==> src/rtl/dz_intr_pkg.sv <==
// Shared types and the priority comparison for the DZ-class interrupt controller.
package dz_intr_pkg;

   typedef enum logic [1:0] {S_IDLE, S_ACT, S_WAIT, S_DONE} src_state_t;
   typedef enum logic [1:0] {A_IDLE, A_SAMPLE, A_HOLD, A_CLEAR} arb_state_t;

   localparam int MAX_SRC = 16;

   // Rank key {wrapped, index}: in rotation mode, indices below the pointer
   // rank after all indices at or above it, which gives the circular order.
   function automatic logic prio_higher(input logic [3:0] a, input logic [3:0] b,
                                        input logic [3:0] ptr, input logic rrmode);
      logic [4:0] ka;
      logic [4:0] kb;
      ka = {rrmode && (a < ptr), a};
      kb = {rrmode && (b < ptr), b};
      return ka < kb;
   endfunction

endpackage

==> src/rtl/dz_intr_src.sv <==
// One interrupt source: request, wait for service, then wait for the done strobe to drop.
module dz_intr_src
   import dz_intr_pkg::*;
(
   input  logic clk,
   input  logic rst,
   input  logic clr,
   input  logic ie,
   input  logic set,
   input  logic done,
   input  logic grant_clr,
   output logic intr,
   output logic act
);

   src_state_t state, state_nxt;

   always_ff @(posedge clk) begin
      if (rst || clr) state <= S_IDLE;
      else            state <= state_nxt;
   end

   always_comb begin
      state_nxt = state;
      case (state)
         S_IDLE: if (set && ie) state_nxt = S_ACT;
         S_ACT:  if (grant_clr) state_nxt = S_WAIT;
         S_WAIT: if (done)      state_nxt = S_DONE;
         S_DONE: if (!done)     state_nxt = S_IDLE;
         default:               state_nxt = S_IDLE;
      endcase
   end

   // Dropping ie only masks the request; the source stays active.
   assign act  = (state == S_ACT);
   assign intr = act && ie;

endmodule

==> src/rtl/dz_intr_arb.sv <==
// Multi-source interrupt controller: per-source FSMs plus a vector-cycle arbiter
// that commits one source index per iack, fixed or round-robin priority.
module dz_intr_arb
   import dz_intr_pkg::*;
#(
   parameter  int NSRC   = 2,
   parameter  int RRMODE = 0,
   localparam int IDXW   = $clog2(NSRC > 1 ? NSRC : 2)
) (
   input  logic            clk,
   input  logic            rst,
   input  logic            clr,
   input  logic            iack,
   input  logic [NSRC-1:0] src_ie,
   input  logic [NSRC-1:0] src_set,
   input  logic [NSRC-1:0] src_done,
   output logic [NSRC-1:0] src_intr,
   output logic            intr,
   output logic [IDXW-1:0] vect_idx,
   output logic            vect_valid
);

   logic [NSRC-1:0] grant_clr;
   logic [NSRC-1:0] act;
   logic [IDXW-1:0] rr_ptr;

   arb_state_t arb_st, arb_nxt;

   logic [3:0] win;
   logic       found;
   logic       upgrade;
   logic [3:0] ptr4;

   for (genvar i = 0; i < NSRC; i++) begin : g_src
      dz_intr_src u_src (
         .clk       (clk),
         .rst       (rst),
         .clr       (clr),
         .ie        (src_ie[i]),
         .set       (src_set[i]),
         .done      (src_done[i]),
         .grant_clr (grant_clr[i]),
         .intr      (src_intr[i]),
         .act       (act[i])
      );
   end

   assign intr = |src_intr;
   assign ptr4 = 4'(rr_ptr);

   always_comb begin
      win   = '0;
      found = 1'b0;
      for (int i = 0; i < NSRC; i++) begin
         if (src_intr[i] && (!found || prio_higher(4'(i), win, ptr4, RRMODE != 0))) begin
            win   = 4'(i);
            found = 1'b1;
         end
      end
      upgrade = found && prio_higher(win, 4'(vect_idx), ptr4, RRMODE != 0);
   end

   always_ff @(posedge clk) begin
      if (rst || clr) arb_st <= A_IDLE;
      else            arb_st <= arb_nxt;
   end

   always_comb begin
      arb_nxt   = arb_st;
      grant_clr = '0;
      case (arb_st)
         A_IDLE:   if (|act) arb_nxt = A_SAMPLE;
         A_SAMPLE: if (iack) arb_nxt = A_HOLD;
         A_HOLD:   if (!iack) arb_nxt = A_CLEAR;
         A_CLEAR: begin
            arb_nxt = A_IDLE;
            for (int i = 0; i < NSRC; i++)
               grant_clr[i] = vect_valid && (vect_idx == IDXW'(i));
         end
         default:  arb_nxt = A_IDLE;
      endcase
   end

   // vect_idx survives into A_IDLE for the vector generator; only valid drops.
   always_ff @(posedge clk) begin
      if (rst || clr) begin
         vect_idx   <= '0;
         vect_valid <= 1'b0;
         rr_ptr     <= '0;
      end else begin
         case (arb_st)
            A_IDLE: vect_valid <= 1'b0;
            A_SAMPLE: begin
               if (found && !vect_valid) begin
                  vect_idx   <= IDXW'(win);
                  vect_valid <= 1'b1;
               end else if (vect_valid && upgrade) begin
                  vect_idx <= IDXW'(win);
               end
            end
            A_CLEAR: if (RRMODE != 0) rr_ptr <= IDXW'((int'(vect_idx) + 1) % NSRC);
            default: ;
         endcase
      end
   end

endmodule
==> config.mk <==
export PLATFORM = sky130hd
export DESIGN_NAME = dz_intr_arb
export DESIGN_NICKNAME = d
export VERILOG_FILES = /design/src/rtl/dz_intr_pkg.sv /design/src/rtl/dz_intr_src.sv /design/src/rtl/dz_intr_arb.sv
export SDC_FILE = /design/constraint.sdc
export NUM_CORES = 1
export LEC_CHECK = 0
export CORE_AREA = 2 2 39 41
export CTS_CLUSTER_SIZE = 24
export DETAILED_ROUTE_END_ITERATION = 10
export DIE_AREA = 0 0 41 43
export GPL_ROUTABILITY_DRIVEN = 0
export PLACE_DENSITY = 0.78
export SYNTH_ARGS = -nofsm -noshare
export SYNTH_HDL_FRONTEND = slang
export SYNTH_HIERARCHICAL = 1
export SYNTH_SLANG_ARGS = --single-unit
==> constraint.sdc <==
create_clock -name clk -period 2.34 [get_ports clk]
set_clock_uncertainty 0.2 [all_clocks]
set_input_delay 0.468 -clock clk [delete_from_list [all_inputs] [get_ports clk]]
set_output_delay 0.468 -clock clk [all_outputs]
set_load 0.005 [all_outputs]
==> run_results.csv <==
group,metric,value,unit
logic_synthesis,ys_seq_elements,8,
sta,fin_hold_ws,305,ps
placed_design,dp_cells,103,
floorplanning,ioPinCount,15,
critical_path,critPathKind,"in2out",
detailed_routing,vias,595,
sta,setup_ws,49.1,ps
clock_tree,cts_buffers,3,
detailed_routing,ant_nets,0,
sta,slew_headroom,79.1,%
clock_tree,clockBufferDepth,2,
logic_synthesis,synth-seq-area-share,24.7,%
global_routing,grt_pass1_vias,567,
flow_run,max_cap_viol_count,0,
critical_path,crit_required,1670,ps
global_routing,grt_max_degree,6,
detailed_routing,drt-initial-drc-count,10,
logic_synthesis,synth_cells,69,
critical_path,end_kind,"primary output",
global_routing,grt_pass1_wl,2.17,mm
placed_design,place_ws,-120,ps
sta,rsz0062_at_grt,"no",
detailed_routing,first_pass_iters,4,
power,peakVddDrop,0.258,mV
critical_path,worstPathArrival,1620,ps
floorplanning,start_util,46.8,%
sta,tightest_slew,312,ps
clock_tree,cts_tree,"built",
clock_tree,clockRootBuffer,"clkbuf_4",
sta,fin_crit_sh,97.9,%
power,fin_total_pwr,0.331,mW
logic_synthesis,yosysUniqueCellTypes,21,
layout,final_core_util,63.4,%
sta,hold_viol,0,
detailed_routing,finalWirelength,1.30,mm
floorplanning,design.core.area,1380,sq um
global_routing,grt.total_usage,18.4,%
detailed_routing,vias_per_cell,5.61,
sta,setup_violations,0,
layout,drive_gt1_share,23.3,%
placed_design,portBuffers,14,
floorplanning,die_y,43,microns
sta,drv_slew,0,
layout,num-fill-cells,116,
clock_tree,hold_buffers,0,
layout,area_delta_synth_final,35.3,%
floorplanning,die-area,1760,sq um
hold_path,hp-class,"reg2reg",
sta,max_freq,437,MHz
critical_path,startpoint_type,"input port",
clock_tree,h-tree-depth,1,
outcome,status,"complete, no violations",
critical_path,rrSetupSlack,700,ps
placed_design,place_hpwl,1.04,mm
logic_synthesis,ys_warn_count,6,
global_routing,gr-total-overflow,0,
layout,final_nets,115,
clock_tree,cts_setup_buffers,0,
floorplanning,row_count,14,
detailed_routing,wl_per_cell,12.3,microns
floorplanning,fp.dieW,41,microns
global_routing,antenna_found_initial,0,
clock_tree,clk-insertion-delay-late,260,ps
critical_path,cp_max_fo,2,
power,p_leak,0.358,nW
layout,diodes,0,
power,p_per_area,377,nW/um^2
clock_tree,clk_pin_slew,60,ps
logic_synthesis,syn_avg_cell_area,9.39,sq um
detailed_routing,drc_errors,0,
clock_tree,cts.sinks,8,
layout,final_cells,106,
sta,min_period,2290,ps
logic_synthesis,synth_area,648,sq um
logic_synthesis,synth_fp_nets,92,
## report_power, final
part | total (mW) | switching (mW) | internal (mW)
Combinational | 0.0754 | 0.0332 | 0.0422
Clock | 0.111 | 0.0516 | 0.0590
Sequential | 0.145 | 0.00475 | 0.140
Total | 0.331 | 0.0895 | 0.241
## metrics by stage
| step | area, sq um | setup TNS (ps) |
|---|---|---|
| after floorplan | 648 | 0 |
| after global placement | 838 | -138 |
| after detailed placement | 838 | -156 |
| after CTS | 865 | 0 |
| after global routing | 877 | 0 |
| final | 877 | 0 |
## area by class of cell
cell class | instances | area, sq um | share of cell area (%)
clock buffers | 3 | 22.5 | 2.57
inverters | 8 | 30.0 | 3.42
multi-input cells | 53 | 475 | 54.2
flip-flops and latches | 8 | 163 | 18.5
well taps | 16 | 20.0 | 2.28
repair buffers | 18 | 166 | 19.0
## flip-flops by register name (all words and copies together) (netlist names)
signal / cells
g_src.u_src/state: 4
arb_st: 2
vect_idx: 1
vect_valid: 1
## cell families after synthesis
kind of cell | synth area share [%]
AO/OA/AOI/OAI | 19.1
adder cells (fa/ha/maj) | 25.1
buffers and inverters | 4.63
flip-flops | 24.7
multiplexers | 8.88
AND/OR/NAND/NOR | 17.6
## synthesized netlist by cell type, drive strengths merged
| cell | number | area share [%] |
|---|---|---|
| a2111oi | 1 | 2.3 |
| a211oi | 2 | 3.9 |
| a21bo | 2 | 3.1 |
| a21boi | 1 | 1.2 |
| a31o | 2 | 2.7 |
| a31oi | 3 | 2.9 |
| and2 | 2 | 1.9 |
| and3 | 1 | 0.97 |
| dfxtp | 8 | 25 |
| ha | 13 | 25 |
| inv | 8 | 4.6 |
| mux2i | 5 | 8.9 |
| nand2 | 5 | 2.9 |
| nand2b | 2 | 1.9 |
| nand4 | 4 | 3.9 |
| nor2 | 4 | 2.3 |
| nor4b | 2 | 2.7 |
| o21ai | 2 | 1.5 |
| o31a | 1 | 1.5 |
| or2 | 1 | 0.97 |
## final timing paths
check             cells past startpoint                      end      start
setup reg to reg                      5  g_src[1].u_src/state[1]  arb_st[0]
hold / removal                        2                arb_st[1]  arb_st[1]
setup / recovery                      4                     intr  src_ie[1]
hold reg to reg                       2                arb_st[1]  arb_st[1]
## worst max-delay path: stages
cell,delay [ps]
clkdlybuf4s50_1,420
and2_1,170
or2_2,300
dlygate4sd2_1,270
## layout by cell type, fill, tap and decap left out, types with 4 or more instances in the layout
cell	count
ha_1	11
clkdlybuf4s50_1	11
inv_1	8
dfxtp_1	6
nand2_1	5
nor2_1	4
nand4_1	4
buf_4	4
## routing by layer
layer / vias up / wire length [microns] / GRT usage (%)
met5: - / 0 / 0
met1: 286 / 546 / 19.2
met3: 5 / 52 / 3.14
met2: 16 / 667 / 30.3
met4: 0 / 38 / 14.0
li1: 288 / - / -
## repair_timing
item,4_1_cts,5_1_grt
setup endpoints to repair,3,1
pin swaps,1,0
resized for setup,7,2
(Power assumes the default switching activity.)
